<file path="config.mk">
export PLATFORM = sky130hd
export DESIGN_NAME = ins_fetcher
export DESIGN_NICKNAME = d
export VERILOG_FILES = /design/src/rtl/ins_fetcher.sv
export SDC_FILE = /design/constraint.sdc
export NUM_CORES = 1
export LEC_CHECK = 0
export CAP_MARGIN = 20
export CORE_ASPECT_RATIO = 0.8
export CORE_MARGIN = 3
export CORE_UTILIZATION = 52
export DETAILED_ROUTE_END_ITERATION = 8
export PLACE_DENSITY = 0.76
export SETUP_SLACK_MARGIN = 0.02
export SYNTH_ARGS = -nofsm -noshare
export SYNTH_HDL_FRONTEND = slang
export SYNTH_SLANG_ARGS = --single-unit
</file>
<file path="constraint.sdc">
create_clock -name clk_i -period 3.45 [get_ports clk_i]
set_clock_uncertainty 0.05 [all_clocks]
set_input_delay 0.8625 -clock clk_i [delete_from_list [all_inputs] [get_ports clk_i]]
set_output_delay 0.8625 -clock clk_i [all_outputs]
set_load 0.02 [all_outputs]
</file>
<file path="src/rtl/ins_fetcher.sv">
// Instruction fetch stage: one outstanding I-cache request, predictor hookup and a small
// circular instruction queue. Define IF_PREDICT_EN to follow the branch predictor.
module ins_fetcher #(
    parameter logic [31:0] RESET_PC = 32'h0,
    parameter int unsigned IQ_DEPTH = 4
) (
    input  logic        clk_i,
    input  logic        rst_ni,
    input  logic        rdy_i,
    output logic        icache_req_valid_o,
    output logic [31:0] icache_req_addr_o,
    input  logic        icache_resp_valid_i,
    input  logic [31:0] icache_resp_ins_i,
    output logic [31:0] pc_cur_o,
    output logic [31:0] ins_cur_o,
    input  logic [31:0] pc_pred_i,
    input  logic        predict_jump_i,
    output logic        iq_valid_o,
    output logic [31:0] iq_ins_o,
    output logic [31:0] iq_pc_o,
    output logic        iq_pred_jump_o,
    input  logic        iq_ready_i,
    input  logic        rob_flush_i,
    input  logic [31:0] rob_target_pc_i
);

    localparam int unsigned PW = $clog2(IQ_DEPTH);
    localparam int unsigned CW = PW + 1;
    localparam logic [CW-1:0] DepthCnt = CW'(IQ_DEPTH);

    localparam logic [1:0] StIdle    = 2'd0;
    localparam logic [1:0] StWait    = 2'd1;
    localparam logic [1:0] StDiscard = 2'd2;

    logic [1:0]    state_q, state_d;
    logic [31:0]   pc_q, pc_d;
    logic [31:0]   addr_q, addr_d;
    logic          req_q, req_d;
    logic [CW-1:0] count_q, count_d;
    logic [PW-1:0] rptr_q, rptr_d;
    logic [PW-1:0] wptr_q, wptr_d;

    logic [31:0] ins_mem [IQ_DEPTH];
    logic [31:0] pc_mem  [IQ_DEPTH];
    logic        pred_mem[IQ_DEPTH];

    logic        push, pop;
    logic [31:0] next_pc;
    logic        pred_bit;

`ifdef IF_PREDICT_EN
    assign next_pc  = pc_pred_i;
    assign pred_bit = predict_jump_i;
`else
    assign next_pc  = pc_q + 32'd4;
    assign pred_bit = 1'b0;
`endif

    assign iq_valid_o = (count_q != '0);
    assign pop        = iq_valid_o && iq_ready_i;

    always_comb begin
        state_d = state_q;
        pc_d    = pc_q;
        addr_d  = addr_q;
        req_d   = req_q;
        count_d = count_q;
        rptr_d  = rptr_q;
        wptr_d  = wptr_q;
        push    = 1'b0;
        if (rdy_i) begin
            if (rob_flush_i) begin
                count_d = '0;
                rptr_d  = '0;
                wptr_d  = '0;
                pc_d    = rob_target_pc_i;
                // An outstanding request is kept alive until its response can be dropped.
                if (state_q != StIdle) begin
                    if (icache_resp_valid_i) begin
                        state_d = StIdle;
                        req_d   = 1'b0;
                    end else begin
                        state_d = StDiscard;
                    end
                end
            end else begin
                unique case (state_q)
                    StIdle: begin
                        if (count_q < DepthCnt) begin
                            req_d   = 1'b1;
                            addr_d  = pc_q;
                            state_d = StWait;
                        end
                    end
                    StWait: begin
                        if (icache_resp_valid_i) begin
                            push    = 1'b1;
                            pc_d    = next_pc;
                            req_d   = 1'b0;
                            state_d = StIdle;
                        end
                    end
                    StDiscard: begin
                        if (icache_resp_valid_i) begin
                            req_d   = 1'b0;
                            state_d = StIdle;
                        end
                    end
                    default: begin
                        req_d   = 1'b0;
                        state_d = StIdle;
                    end
                endcase
                if (push) wptr_d = wptr_q + 1'b1;
                if (pop) rptr_d = rptr_q + 1'b1;
                count_d = count_q + CW'(push) - CW'(pop);
            end
        end
    end

    always_ff @(posedge clk_i or negedge rst_ni) begin
        if (!rst_ni) begin
            state_q <= StIdle;
            pc_q    <= RESET_PC;
            addr_q  <= RESET_PC;
            req_q   <= 1'b0;
            count_q <= '0;
            rptr_q  <= '0;
            wptr_q  <= '0;
        end else begin
            state_q <= state_d;
            pc_q    <= pc_d;
            addr_q  <= addr_d;
            req_q   <= req_d;
            count_q <= count_d;
            rptr_q  <= rptr_d;
            wptr_q  <= wptr_d;
        end
    end

    // Storage needs no reset: outputs are masked while the queue is empty.
    always_ff @(posedge clk_i) begin
        if (push) begin
            ins_mem[wptr_q]  <= icache_resp_ins_i;
            pc_mem[wptr_q]   <= pc_q;
            pred_mem[wptr_q] <= pred_bit;
        end
    end

    assign icache_req_valid_o = req_q;
    // Latched at issue so the address stays stable even if a flush redirects pc mid-request.
    assign icache_req_addr_o  = addr_q;
    assign pc_cur_o           = pc_q;
    assign ins_cur_o          = icache_resp_ins_i;
    assign iq_ins_o           = iq_valid_o ? ins_mem[rptr_q] : 32'h0;
    assign iq_pc_o            = iq_valid_o ? pc_mem[rptr_q] : 32'h0;
    assign iq_pred_jump_o     = iq_valid_o ? pred_mem[rptr_q] : 1'b0;

endmodule

</file>
==> impl_metrics.tcl <==
set metrics [dict create \
    status "finished, final reports clean" \
    grt-ovfl-total 0 \
    cts_made_buffers 34 \
    cp_num_buf_inv 2 \
    final.setup.tns_ns 0 \
    critPathMaxStageDelay_ns 0.53 \
    drt_iter0_markers 632 \
    fin_ws_ns 0.0767 \
    dr.pass1.iters 5 \
    hp-class "input pin to async pin" \
    layout-drive-gt1-share_pct 18.9 \
    yosysUniqueCellTypes 56 \
    hpwl_mm 20.2 \
    cap_viol_max_count 0 \
    num-fill-cells 1684 \
    syn_nets 937 \
    io_buffers 231 \
    core-area_um2 25700 \
    cp-start-kind "flop" \
    synthAdderAreaFrac_pct 0.962 \
    synthMuxAreaShare_pct 14.1 \
    cts.htree.levels 2 \
    synth-seq-cells 330 \
    design_area_um2 17700 \
    die_x_um 188 \
    viasPerCell 5.57 \
    worst-path-max-fanout 13 \
    cp_slowest_cell "dfrtp_4" \
    multiInputGateArea_um2 3780 \
    crit_family "buffers and inverters" \
    hold_viol 0 \
    place_ws_ns 0.346 \
    area_growth_pct 28.5 \
    pwr_density_cell_nw_per_um2 770 \
    cp.arrival_ns 2.46 \
    ctsLongestPathBuffers 3 \
    dieArea_um2 28500 \
    synthCells 824 \
    slew_headroom_pct 54.9 \
    p_leak_nw 6.50 \
    register_area_um2 9550 \
    route.detailed.drc 0 \
    grt_pass1_vias 7987 \
    clk_latency_ns 0.50 \
    num_rows 52 \
    fin_crit_sh_pct 97.8 \
    grt_use_total_pct 21.4 \
    synth-simple-area-share_pct 8.17 \
    antenna_found_initial 0 \
    place_area_um2 16500 \
    synth_async_sr_flop_share_pct 22.4 \
    timing.fmax_ghz 0.296 \
    cts_tree "done" \
    yosysTopAreaCell "edfxtp_1" \
    synth_edf_count 256 \
    path_cells "buf_12, mux4_2, and2_1, clkdlybuf4s50_1" \
    post-route-util_pct 68.9 \
    grt_max_degree 60 \
    drv_slew 0 \
    synth_area_um2 13800 \
    finalCriticalPeriod_ns 3.37 \
    synth_top_area_share_pct 55.8 \
    final-setup-viol-count 0 \
    grt_pass1_wl_mm 46.9 \
    root_buffer "clkbuf_16" \
    nets 1170 \
    vias 7977 \
    diodes 0 \
    post_drt_wl_per_cell_um 21.5 \
    drt_wl_total_mm 30.7 \
    path_class "flop to primary output" \
    synth_area_leaders "edfxtp_1, dfrtp_1, mux4_2" \
    synth_warnings 0 \
    ys_seq_area_share_pct 69.2 \
    critPathRequiredTime_ns 2.54 \
    synth_ff_type "edfxtp_1" \
    start_util_pct 53.6 \
    ios 266 \
    end_kind "primary output" \
    antenna_left 0 \
    gp_congestion 0.841 \
    rsz0062_at_grt "true" \
    synth_compound_area_share_pct 3.64 \
    synth_top_family_by_area "multiplexers" \
    ir_drop_mv 0.439 \
    path_clk_slew_ns 0.06 \
    avgSynthCellArea_um2 16.7 \
    cts.sinks 330 \
    die_h_um 152 \
    synthXorXnorAreaFrac_pct 0.254 \
    tightest_slew_ns 0.676 \
    p_total_mw 13.6 \
]
-- Yosys cell counts (all sizes together), types with 2 or more instances --
library cell and number:
and4 2, mux2 33, nand4 15, ha 9
a22o 2, dfrtp 74, nand2 39, nor2 23
mux2i 13, nor3 3, mux4 64, nand3 25
clkbuf 25, and3 13, nor4 5, o2bb2ai 3
o21ai 19, nor3b 2, o22ai 14, a21oi 22
o221a 2, and2 66, buf 54, xnor2 2
edfxtp 256, a22oi 7, nand2b 4, a31oi 2
xor2 2, inv 9, a32oi 2
-- per-stage QoR --
step                      hold WS, ns  std cells
after floorplan                 0.444        824
after global placement          0.439       1364
after detailed placement        0.443       1364
after CTS                       0.226       1428
after global routing            0.241       1431
final                           0.231       1431
-- kinds of logic (layout without fill, tap and decap cells) --
logic type | count (synthesis) | in the layout
flip-flops | 330 | 330
adder cells (fa/ha/maj) | 10 | 10
other | 1 | 1
AO/OA/AOI/OAI | 80 | 80
XOR/XNOR | 4 | 4
buffers and inverters | 88 | 344
AND/OR/NAND/NOR | 201 | 201
multiplexers | 110 | 110
-- cell usage in the layout (no fill, tap or decap), types with 4 or more instances in the layout --
cell type / n
a22oi_1: 7
buf_4: 31
o21ai_0: 18
o22ai_1: 14
dlygate4sd2_1: 6
dfrtp_1: 72
a21oi_1: 22
mux2i_1: 13
mux2_2: 32
clkinv_1: 5
dlymetal6s2s_1: 21
nor4_1: 4
clkbuf_1: 11
mux4_2: 64
buf_12: 13
ha_1: 9
edfxtp_1: 256
nand4_1: 13
clkdlybuf4s50_1: 203
nor2_1: 21
inv_1: 9
and2_1: 66
nand3_1: 25
nand2_1: 39
clkbuf_16: 37
and3_4: 4
and3_1: 9
-- per-layer routing --
| metal | track usage [%] | part of all wire [%] | up-vias |
|---|---|---|---|
| met5 | 0 | 0 | - |
| met2 | 33.8 | 47 | 306 |
| met3 | 4.76 | 7.2 | 30 |
| li1 | - | - | 3629 |
| met1 | 31.0 | 44 | 4012 |
| met4 | 5.17 | 1.5 | 0 |
-- worst paths after layout --
check                                       from                    end  slack (ns)  depth (start not counted)
min in group clk_i         icache_req_addr_o[19]  icache_req_addr_o[19]        0.46                          1
max in group asynchronous                 rst_ni   icache_req_addr_o[1]        2.37                          2
setup reg to reg                      count_q[1]             count_q[2]        0.75                         11
hold / removal                            rst_ni           pc_cur_o[25]        0.23                          1
hold reg to reg            icache_req_addr_o[19]  icache_req_addr_o[19]        0.46                          1
setup / recovery                       rptr_q[0]            iq_pc_o[13]        0.08                          4
-- flip-flops by register name, indices dropped and copies added, names as in the netlist --
signal              cells
wptr_q                  2
icache_req_addr_o      32
icache_req_valid_o      1
pc_mem                128
rptr_q                  2
count_q                 3
ins_mem               128
pc_cur_o               32
state_q                 2
-- power breakdown --
part / internal, mW / leakage, nW / switching [mW]
Clock: 2.01 / 0.510 / 1.40
Combinational: 2.66 / 2.79 / 2.47
Sequential: 4.67 / 3.20 / 0.423
-- what timing repair did --
action | CTS | global route
hold buffers | 0 | 0
resized for setup | 7 | 22
endpoints found under the setup margin | 64 | 34
buffers inserted | 5 | 3
-- layout make-up --
class / instances / share of cell area [%]
Clock buffer: 51 / 5.70
Clock inverter: 8 / 0.191
Inverter: 9 / 0.191
Multi-Input combinational cell: 406 / 21.3
Sequential cell: 330 / 53.9
Tap cell: 351 / 2.48
Timing Repair Buffer: 276 / 16.2
No activity file was read; power rests on OpenSTA's default activity.
